## src/rtl/stopwatch_counter_pkg.sv

```systemverilog
// Shared stopwatch definitions.
// This package is also used by the upstream mode FSM. It holds:
//   - the mode encodings,
//   - the BCD digit limits,
//   - a helper that detects the 59 state of a mod-60 digit pair.
package stopwatch_counter_pkg;

  typedef enum logic [1:0] {
    RUN     = 2'b00,
    ADJ_MIN = 2'b01,
    ADJ_SEC = 2'b10,
    PAUSE   = 2'b11
  } mode_t;

  localparam logic [3:0] MAX_ONES = 4'd9;
  localparam logic [2:0] MAX_TENS = 3'd5;

  // The comparison is ">=" so that a forced illegal digit wraps like 9 or 5 does.
  function automatic logic at_max(input logic [3:0] ones, input logic [2:0] tens);
    return (ones >= MAX_ONES) && (tens >= MAX_TENS);
  endfunction

endpackage

```

## src/rtl/stopwatch_counter_bcd_mod60.sv

```systemverilog
// Two-digit BCD counter, modulo 60.
// Ports:
//   clk, res_n      clock and async active-low reset
//   inc             advance by one on this clk edge
//   ones, tens      registered BCD digits
//   carry_out       high in the cycle whose increment wraps 59 -> 00
// carry_out is combinational. This lets the next stage advance on the
// same edge as the wrap.
module bcd_mod60
  import stopwatch_counter_pkg::*;
(
  input  logic       clk,
  input  logic       res_n,
  input  logic       inc,
  output logic [3:0] ones,
  output logic [2:0] tens,
  output logic       carry_out
);

  assign carry_out = inc && at_max(ones, tens);

  // Ones wraps at 9 (or any illegal value) and carries into tens.
  // Tens wraps at 5 (or any illegal value).
  always_ff @(posedge clk or negedge res_n) begin
    if (!res_n) begin
      ones <= 4'd0;
      tens <= 3'd0;
    end else if (inc) begin
      if (ones >= MAX_ONES) begin
        ones <= 4'd0;
        if (tens >= MAX_TENS) tens <= 3'd0;
        else                  tens <= tens + 3'd1;
      end else begin
        ones <= ones + 4'd1;
      end
    end
  end

endmodule

```

## src/rtl/stopwatch_counter.sv

```systemverilog
// MM:SS stopwatch counter with run, pause and per-field adjust modes.
// Ports:
//   clk, res_n                    clock and async active-low reset
//   mode                          00 RUN, 01 ADJ_MIN, 10 ADJ_SEC, 11 PAUSE
//   tick_1hz                      count pulse
//   tick_adj                      adjust pulse
//   sec_ones/sec_tens             BCD seconds, registered
//   min_ones/min_tens             BCD minutes, registered
//   rollover                      one-cycle pulse when 59:59 wraps to 00:00
//   blink                         blank phase for the pair being adjusted
module stopwatch_counter
  import stopwatch_counter_pkg::*;
(
  input  logic       clk,
  input  logic       res_n,
  input  logic [1:0] mode,
  input  logic       tick_1hz,
  input  logic       tick_adj,
  output logic [3:0] sec_ones,
  output logic [2:0] sec_tens,
  output logic [3:0] min_ones,
  output logic [2:0] min_tens,
  output logic       rollover,
  output logic       blink
);

  mode_t cur_mode;
  logic  run, adj_min, adj_sec;
  logic  armed;
  logic  sec_inc, min_inc, sec_carry, min_carry;

  assign cur_mode = mode_t'(mode);
  assign run      = (cur_mode == RUN);
  assign adj_min  = (cur_mode == ADJ_MIN);
  assign adj_sec  = (cur_mode == ADJ_SEC);

  // armed stays low through the first edge after reset release.
  // Any tick arriving on that edge is therefore dropped.
  always_ff @(posedge clk or negedge res_n) begin
    if (!res_n) armed <= 1'b0;
    else        armed <= 1'b1;
  end

  // Seconds wrap into minutes only in RUN.
  // An adjusted seconds field wraps on its own.
  assign sec_inc = armed && ((run && tick_1hz) || (adj_sec && tick_adj));
  assign min_inc = armed && ((run && sec_carry) || (adj_min && tick_adj));

  bcd_mod60 u_sec (
    .clk       (clk),
    .res_n     (res_n),
    .inc       (sec_inc),
    .ones      (sec_ones),
    .tens      (sec_tens),
    .carry_out (sec_carry)
  );

  bcd_mod60 u_min (
    .clk       (clk),
    .res_n     (res_n),
    .inc       (min_inc),
    .ones      (min_ones),
    .tens      (min_tens),
    .carry_out (min_carry)
  );

  // A minutes wrap is a rollover only in RUN.
  // An adjust wrap (59 -> 00 minutes) is silent.
  always_ff @(posedge clk or negedge res_n) begin
    if (!res_n) rollover <= 1'b0;
    else        rollover <= run && min_carry;
  end

  // blink alternates with each adjust tick.
  // It is held off whenever the mode is not an adjust mode.
  always_ff @(posedge clk or negedge res_n) begin
    if (!res_n)                  blink <= 1'b0;
    else if (!adj_min && !adj_sec) blink <= 1'b0;
    else if (armed && tick_adj)  blink <= ~blink;
  end

endmodule

```

## config.mk

```make
export PLATFORM = sky130hd
export DESIGN_NAME = stopwatch_counter
export DESIGN_NICKNAME = d
export VERILOG_FILES = /design/src/rtl/stopwatch_counter_pkg.sv /design/src/rtl/stopwatch_counter_bcd_mod60.sv /design/src/rtl/stopwatch_counter.sv
export SDC_FILE = /design/constraint.sdc
export NUM_CORES = 1
export LEC_CHECK = 0
export CORE_UTILIZATION = 28
export CTS_CLUSTER_SIZE = 14
export DETAILED_ROUTE_END_ITERATION = 7
export HOLD_SLACK_MARGIN = 0.06
export PLACE_DENSITY = 0.6
export SYNTH_ARGS = -nofsm -noshare
export SYNTH_HDL_FRONTEND = slang
export SYNTH_SLANG_ARGS = --single-unit
```

## constraint.sdc

```tcl
create_clock -name clk -period 4.9 [get_ports clk]
set_clock_uncertainty 0.05 [all_clocks]
set_input_delay 0.735 -clock clk [delete_from_list [all_inputs] [get_ports clk]]
set_output_delay 0.735 -clock clk [all_outputs]
set_load 0.1 [all_outputs]
```

==> metrics.md, run 1 <==
| Metric | Value |
|---|---|
| DIE HEIGHT | 63.12 microns |
| Avg Inst Size Synth | 9.962 sq um |
| I/O Buffers | 21 |
| Cell Chain, Critical Path | clkdlybuf4s50_1 |
| DR pass1 iterations | 4 |
| Initial antenna violation count | 0 |
| CP Class | reg2out |
| Register area share after synthesis | 0.4067 |
| CP max stage delay | roughly 1.2 ns |
| Placed instance area | 1314 sq um |
| Core box area | about 3500 sq um |
| Largest net degree at the start of global routing | 18 |
| Least-Margin Pin Slew | about 0.97 ns |
| P&R area growth vs syn | 30.02% |
| Placed wire-length estimate | ~1.7 mm |
| Synth Net Count | 124 |
| Post-Syn Instances | 105 |
| Global placement routability congestion | between 0.7 and 0.8 |
| Crit. End Element | primary output |
| Syn Std Cell Area | 1046 sq um |
| Vias in the first global route | roughly 800 |
| Final net count | 150 |
| Fin. Hold Viols | 0 |
| Total die area | roughly 4000 sq um |
| FF+latch area | 425.4 sq um |
| Type of origin of the critical path | register |
| Most common cell after layout, fill and taps aside | clkdlybuf4s50_1 |
| Setup TNS | 0 ns |
| Crit path buffers/inverters | 1 |
| DRC | 0 |
| Fin crit period | roughly 2.7 ns |
| CTS clk-pin slew, worst paths | 0.07 ns |
| CP Data Arrival Time | about 1.9 ns |
| Unique masters post-synth | 34 |
| Final slew viol count | 0 |
| Final setup viols | 0 |
| Final period util | 0.5471 |
| Number of top-level pins | 22 |
| Hold crit path type | reg2reg |
| Ant diodes | 0 |
| # rows | 21 |
| Filler cells | between 300 and 400 |
| Setup bufs post-CTS | 0 |
| Vias per cell | 4.688 |
| Area of the multi-input gates | 579.3 sq um |
| #FFs+latches synth | 17 |
| Vias post-DR | ~830 |
| Achievable Freq | approximately 370 MHz |
| Total GRT Usage | 0.1212 |
| Critical path fanouts, max | 7 |
| Post-route cell area | between 1000 and 1500 sq um |
| Global-route wire length before repair | between 3 and 4 mm |
| Clk buf depth | 2 |
| Relative slew slack | 0.3513 |
| Crit-path slowest cell | clkdlybuf4s50_1 |
| H-tree Lvls | 1 |
| CP top delay family | buffers and inverters |
| Die X | 63.12 microns |
| Drt initial violations | 20 |
| Layout cells sized above 1 | 0.09231 |
| Antenna-violating nets left | 0 |
| Sink Count | 17 |
| RSZ-0062 raised after global routing | no |
| Starting density of the core | 0.3016 |
| Critical Path RT | ~4.1 ns |
| Clock Latency Late Sink | 0.26 ns |
| Root buf cell | clkbuf_8 |
| Num CTS Buffers | 3 |
| Routed len/inst | between 10 and 15 microns |
| Status | finished, final reports clean |
| Total grt overflow | 0 |
| CTS tree | built |
| CTS Hold Bufs | 0 |
| Post-cts sizing count | 0 |
| Synth warn | 0 |
| Max-Cap Viols | 0 |
| Most frequent cells in the layout | 21 x clkdlybuf4s50_1, 17 x dfrtp_1, 13 x ha_1, 11 x inv_1, 11 x o21ai_0 |
| Detailed-route wire length | about 2.1 mm |
worst paths after layout:
path | depth (start not counted) | start | slack (ns) | endpoint
hold reg to reg | 1 | u_min.tens[2] | 0.48 | u_min.tens[2]
hold / removal | 1 | u_min.tens[2] | 0.48 | u_min.tens[2]
min in group asynchronous | 1 | res_n | 0.88 | u_sec.tens[1]
setup / recovery | 1 | u_sec.ones[3] | 2.22 | sec_ones[3]
setup reg to reg | 6 | u_sec.ones[0] | 2.85 | u_min.tens[0]
max in group asynchronous | 1 | res_n | 3.43 | u_min.tens[1]
state kept, by name, indices dropped and copies added, names as in the netlist:
| name | count |
|---|---|
| blink | 1 |
| u_min.ones | 4 |
| armed | 1 |
| u_sec.tens | 3 |
| u_sec.ones | 4 |
| u_min.tens | 3 |
| rollover | 1 |
worst reg2reg max path, delay by kind of cell (launching register included):
family	cells	cell delay, ns
AOI/OAI and AO/OA	1	0.31
adders and majority gates	1	0.19
buffers and inverters	1	0.07
DFF	1	0.46
muxes	1	0.37
and+or+nand+nor	2	0.50
Yosys cell counts, drive strengths merged:
master	number	area share
a21o	1	0.0072
a21oi	5	0.024
a22o	1	0.0084
a31oi	1	0.020
a41oi	1	0.0084
and2	2	0.012
and3	3	0.018
and4	1	0.011
conb	1	0.0036
dfrtp	17	0.41
ha	13	0.16
inv	11	0.039
mux2	3	0.036
mux2i	1	0.0096
nand2	9	0.032
nand2b	2	0.012
nand3	2	0.0096
nand3b	1	0.0072
nand4	2	0.012
nor2	3	0.011
nor2b	1	0.0060
nor3	1	0.0048
nor4	1	0.0060
o21a	1	0.0072
o21ai	12	0.061
o31a	1	0.0084
o31ai	1	0.0072
o41ai	2	0.017
or3	2	0.012
or3b	2	0.019
xnor2	1	0.0084
cell families (layout without fill, tap and decap cells):
logic type	count (synthesis)	in the layout	share of synthesized area
XOR/XNOR	1	1	0.008375
AO/OA/AOI/OAI	26	26	0.1687
AND/OR/NAND/NOR	32	32	0.1722
multiplexers	4	4	0.04545
other	1	1	0.003585
buffers and inverters	11	36	0.03947
flip-flops	17	17	0.4067
adder cells (fa/ha/maj)	13	13	0.1555
metrics by stage:
stage	std cells	utilization	setup WS (ns)	hold slack, ns
6_report	176	0.3921	2.219	0.4800
5_1_grt	176	0.3921	2.171	0.5049
4_1_cts	176	0.3921	2.220	0.4936
3_5_place_dp	172	0.3788	2.146	0.4689
3_3_place_gp	172	0.3788	2.246	0.4771
2_1_floorplan	105	-	2.319	0.3894
final cells by class:
class	count	area share
timing repair buffer	21	0.1546
inverter	11	0.03036
sequential	17	0.3128
clock buffer	3	0.03036
tap	46	0.04232
clock inverter	1	0.003680
multi-input combinational	77	0.4259
metal layers:
| metal | track usage | vias to the layer above | share of wire |
|---|---|---|---|
| met5 | 0 | - | 0 |
| met4 | 0.06105 | 0 | 0.011 |
| met3 | 0.02355 | 3 | 0.032 |
| met2 | 0.1976 | 19 | 0.49 |
| met1 | 0.1511 | 385 | 0.47 |
| li1 | - | 418 | - |
Power of run 1 is left out: the tool's default activity adds up to more than one toggle a clock period on the data nets, which glitch-free logic cannot reach.
==> run 2: changes to the inputs <==
==> constraint.sdc (replaced) <==
create_clock -name clk -period 2.5 [get_ports clk]
set_clock_uncertainty 0.05 [all_clocks]
set_input_delay 0.375 -clock clk [delete_from_list [all_inputs] [get_ports clk]]
set_output_delay 0.375 -clock clk [all_outputs]
set_load 0.1 [all_outputs]
==> run 2 against run 1 <==
Compared with the run above: sequential cell count unchanged; cell count increased by 0.57%; utilization fell by 0.90 points; die area unchanged; routed wire length fell by 2.6%.
==> metrics.md, run 2 (synthesized netlist as in run 1, its figures left out) <==
| Metric | Value |
|---|---|
| Status | finished, final reports clean |
| Sink Count | 17 |
| P&R area growth vs syn | 27.03% |
| Vias post-DR | ~850 |
| Fin crit period | ~2.0 ns |
| Routed len/inst | around 12 microns |
| Critical path fanouts, max | 4 |
| Final period util | 0.8094 |
| Antenna-violating nets left | 0 |
| Fin. Hold Viols | 0 |
| Max-Cap Viols | 0 |
| Number of top-level pins | 22 |
| Hold crit path type | reg2reg |
| Final net count | around 150 |
| H-tree Lvls | 1 |
| Most frequent cells in the layout | 17 x buf_4, 15 x dfrtp_1, 13 x ha_1, 11 x inv_1, 11 x o21ai_0 |
| Initial antenna violation count | 0 |
| Global-route wire length before repair | around 3.7 mm |
| Setup bufs post-CTS | 0 |
| I/O Buffers | 21 |
| Type of origin of the critical path | primary input |
| Total GRT Usage | 0.1185 |
| CTS clk-pin slew, worst paths | 0.06 ns |
| DR pass1 iterations | 4 |
| Starting density of the core | 0.3016 |
| CTS Hold Bufs | 0 |
| Biggest regs | u_min.ones x4, u_sec.ones x4 |
| M1 GR Usage | 0.1520 |
| Most common cell after layout, fill and taps aside | buf_4 |
| Global placement routability congestion | a little under 0.8 |
| Relative slew slack | 0.4777 |
| GR peak layer | met2 |
| Filler cells | around 380 |
| Post-cts sizing count | 0 |
| Largest net degree at the start of global routing | 18 |
| # rows | 21 |
| Met2 GRT Util | 0.1868 |
| Clk buf depth | 2 |
| CTS tree | built |
| Layout cells sized above 1 | 0.2290 |
| CP Data Arrival Time | 2.11 ns |
| Vias in the first global route | a little over 800 |
| R2R Setup Slk | roughly 0.52 ns |
| Drt initial violations | 37 |
| CP Class | in2reg |
| Crit. End Element | register |
| Die X | roughly 63 microns |
| DRC | 0 |
| Total grt overflow | 0 |
| Core box area | ~3500 sq um |
| Vias per cell | 4.791 |
| Critical Path RT | roughly 2.6 ns |
| Root buf cell | clkbuf_8 |
| Ant diodes | 0 |
| Total die area | 3984 sq um |
| Achievable Freq | between 400 and 500 MHz |
| DIE HEIGHT | 63.12 microns |
| Met3 Track Usage GR | 0.02355 |
| RSZ-0062 raised after global routing | no |
| Placed wire-length estimate | around 1.6 mm |
| Clock Latency Late Sink | 0.25 ns |
| Setup TNS | 0 ns |
| Detailed-route wire length | ~2.1 mm |
| Final setup viols | 0 |
| Least-Margin Pin Slew | between 0.7 and 0.8 ns |
| Final slew viol count | 0 |
| Num CTS Buffers | 3 |
==> run 2: area by class of cell <==
| class | count | area, sq um | area share |
|---|---|---|---|
| Sequential cell | 17 | 427.9 | 0.3220 |
| Tap cell | 46 | 57.56 | 0.04331 |
| Inverter | 11 | 41.29 | 0.03107 |
| Multi-Input combinational cell | 77 | 579.3 | 0.4360 |
| Timing Repair Buffer | 22 | 177.7 | 0.1337 |
| Clock buffer | 4 | 45.04 | 0.03390 |
==> run 2: path summary, 6_finish.rpt <==
path,startpoint,depth (start not counted),endpoint
min,u_sec.ones[1],2,u_sec.ones[1]
max in group asynchronous,res_n,1,u_sec.ones[1]
max,mode[0],7,u_min.ones[0]
min in group asynchronous,res_n,1,u_min.ones[0]
min reg2reg,u_sec.ones[1],2,u_sec.ones[1]
max reg2reg,u_sec.ones[1],6,u_min.ones[0]
==> run 2: critical path, cell delays in order <==
cell	delay, ns
clkdlybuf4s50_1	0.48
inv_1	0.06
ha_1	0.22
a22o_1	0.25
and4_4	0.21
a31oi_4	0.20
mux2_4	0.32
==> run 2: routing by layer <==
metal | share of wire | vias to the layer above
met2 | 0.44 | 17
li1 | - | 422
met3 | 0.035 | 5
met5 | 0 | -
met4 | 0.022 | 0
met1 | 0.50 | 404
==> run 2: stage by stage <==
step                cells  utilization  instance area (sq um)  setup WS, ns  hold slack (ns)
CTS                   177       0.3831                   1329        0.4681           0.4907
global placement      173       0.3701                   1284        0.2356           0.4630
global route          177       0.3831                   1329        0.3607           0.5212
floorplan             105            -                   1049       0.06383          0.02941
detailed placement    173       0.3701                   1284        0.1995           0.4698
finish                177       0.3831                   1329        0.4765           0.4865
Power of run 2 is left out for the same reason.
==> run 3: changes to the inputs <==
==> constraint.sdc (replaced) <==
create_clock -name clk -period 2.1 [get_ports clk]
set_clock_uncertainty 0.05 [all_clocks]
set_input_delay 0.315 -clock clk [delete_from_list [all_inputs] [get_ports clk]]
set_output_delay 0.315 -clock clk [all_outputs]
set_load 0.1 [all_outputs]
==> run 3 against run 2 <==
Compared with the run above: sequential cell count did not move; count of clock-buffer cells in the layout decreased by 1; critical path depth down 1; highest routed layer unchanged; design area rose by 4.3%; critical endpoint unchanged; largest cell class unchanged; die area stayed put; global-route usage up 0.059 points; hold slack got worse by 0.15 ns; sequential share of layout area shrank 0.16 points; non-clock buffer count rose by 5; first-iteration DRC count is 59% lower; via count is 1.8% higher; routed wire length up 2.3%.
==> metrics.md, run 3 (synthesized netlist as in run 1, its figures left out) <==
| Metric | Value |
|---|---|
| Total die area | 3984 sq um |
| Core box area | ~3500 sq um |
| Number of top-level pins | 22 |
| DR pass1 iterations | 4 |
| Max-Cap Viols | 0 |
| Fin crit period | 1.957 ns |
| DIE HEIGHT | 63.12 microns |
| Crit. End Element | register |
| Post-cts sizing count | 0 |
| RR Startpoint | u_sec.ones[0] |
| Status | finished, final reports clean |
| CTS Hold Bufs | 0 |
| Placed wire-length estimate | 1.650 mm |
| Critical path fanouts, max | 7 |
| Total GRT Usage | 0.1190 |
| Setup TNS | 0 ns |
| Ant diodes | 0 |
| CTS tree | built |
| Placed Cells | around 180 |
| Final slew viol count | 0 |
| Sink Count | 17 |
| Layout cells sized above 1 | 0.3309 |
| Global placement routability congestion | 0.7738 |
| Critical Path RT | 2.19 ns |
| Final period util | 0.9320 |
| Setup bufs post-CTS | 0 |
| Post-layout worst setup margin | 0.1427 ns |
| H-tree Lvls | 1 |
| Die X | around 63 microns |
| Clock Latency Late Sink | approximately 0.25 ns |
| I/O Buffers | 21 |
| Final setup viols | 0 |
| Fin. Hold Viols | 0 |
| Routed len/inst | between 10 and 15 microns |
| Worst R2R Path Depth | 6 |
| Final net count | between 150 and 200 |
| Type of origin of the critical path | register |
| Crit Reg-Reg Endpoint | u_min.ones[0] |
| R2R Setup Slk | approximately 0.14 ns |
| CTS clk-pin slew, worst paths | roughly 0.07 ns |
| Starting density of the core | 0.3016 |
| Num CTS Buffers | 3 |
| Initial antenna violation count | 0 |
| Vias post-DR | 863 |
| Most common cell after layout, fill and taps aside | buf_4 |
| Clk buf depth | 2 |
| RSZ-0062 raised after global routing | no |
| Biggest regs | u_min.ones x4, u_sec.ones x4 |
| DRC | 0 |
| # rows | 21 |
| Vias per cell | about 4.7 |
| Detailed-route wire length | 2.111 mm |
| P&R area growth vs syn | 32.54% |
| Achievable Freq | slightly above 500 MHz |
| Drt initial violations | 15 |
| Filler-free cell count of the finished design | 182 |
| Hold crit path type | in2async |
| Global-route wire length before repair | approximately 3.7 mm |
| Vias in the first global route | 850 |
| Most frequent cells in the layout | 22 x buf_4, 12 x ha_1, 11 x o21ai_0, 10 x inv_1, 9 x nand2_1 |
| Total grt overflow | 0 |
| Placement Setup Slack | -0.06682 ns |
| CP Class | reg2reg |
| Antenna-violating nets left | 0 |
| Root buf cell | clkbuf_8 |
| Final core occ | 0.3997 |
| Largest net degree at the start of global routing | 18 |
| CP Data Arrival Time | about 2 ns |
run 3: area by class of cell:
| cell class | count | area (sq um) |
|---|---|---|
| timing repair buffer | 27 | 215.2 |
| multi-input combinational | 77 | 581.8 |
| inverter | 11 | 41.29 |
| sequential | 17 | 444.2 |
| clock inverter | 1 | 5.005 |
| tap | 46 | 57.56 |
| fill | 359 | 2082 |
| clock buffer | 3 | 41.29 |
run 3: how the worst max path moves through the flow:
stage / slack [ns] / endpoint / from
after CTS: 0.14 / u_min.ones[0] / u_sec.ones[0]
after global routing: 0.06 / u_min.tens[2] / mode[0]
after detailed placement: -0.07 / u_min.tens[2] / mode[0]
final: 0.14 / u_min.ones[0] / u_sec.ones[0]
after global placement: -0.03 / u_min.ones[0] / mode[0]
after floorplan: -0.007 / u_min.ones[0] / u_sec.ones[0]
run 3: stage by stage:
stage               cell area, sq um  hold WS [ns]
floorplan                       1067      -0.03059
global placement                1340        0.4489
detailed placement              1340        0.4534
CTS                             1386        0.3432
global route                    1386        0.3535
finish                          1386        0.3335
run 3: worst max-delay path, stage by stage (launching register included):
cell and delay (ns):
dfrtp_4 0.51, inv_1 0.07, ha_1 0.13, or3b_4 0.40, and4_4 0.22, a31oi_4 0.15, mux2_4 0.31
run 3: routing by layer:
| metal | part of all wire | wire, microns | up-vias | GRT usage |
|---|---|---|---|---|
| li1 | - | - | 432 | - |
| met5 | 0 | 0 | - | 0 |
| met3 | 0.023 | 48 | 6 | 0.01812 |
| met4 | 0.035 | 74 | 0 | 0.08140 |
| met1 | 0.41 | 870 | 414 | 0.1300 |
| met2 | 0.53 | 1118 | 11 | 0.2097 |
Power of run 3 is left out for the same reason.
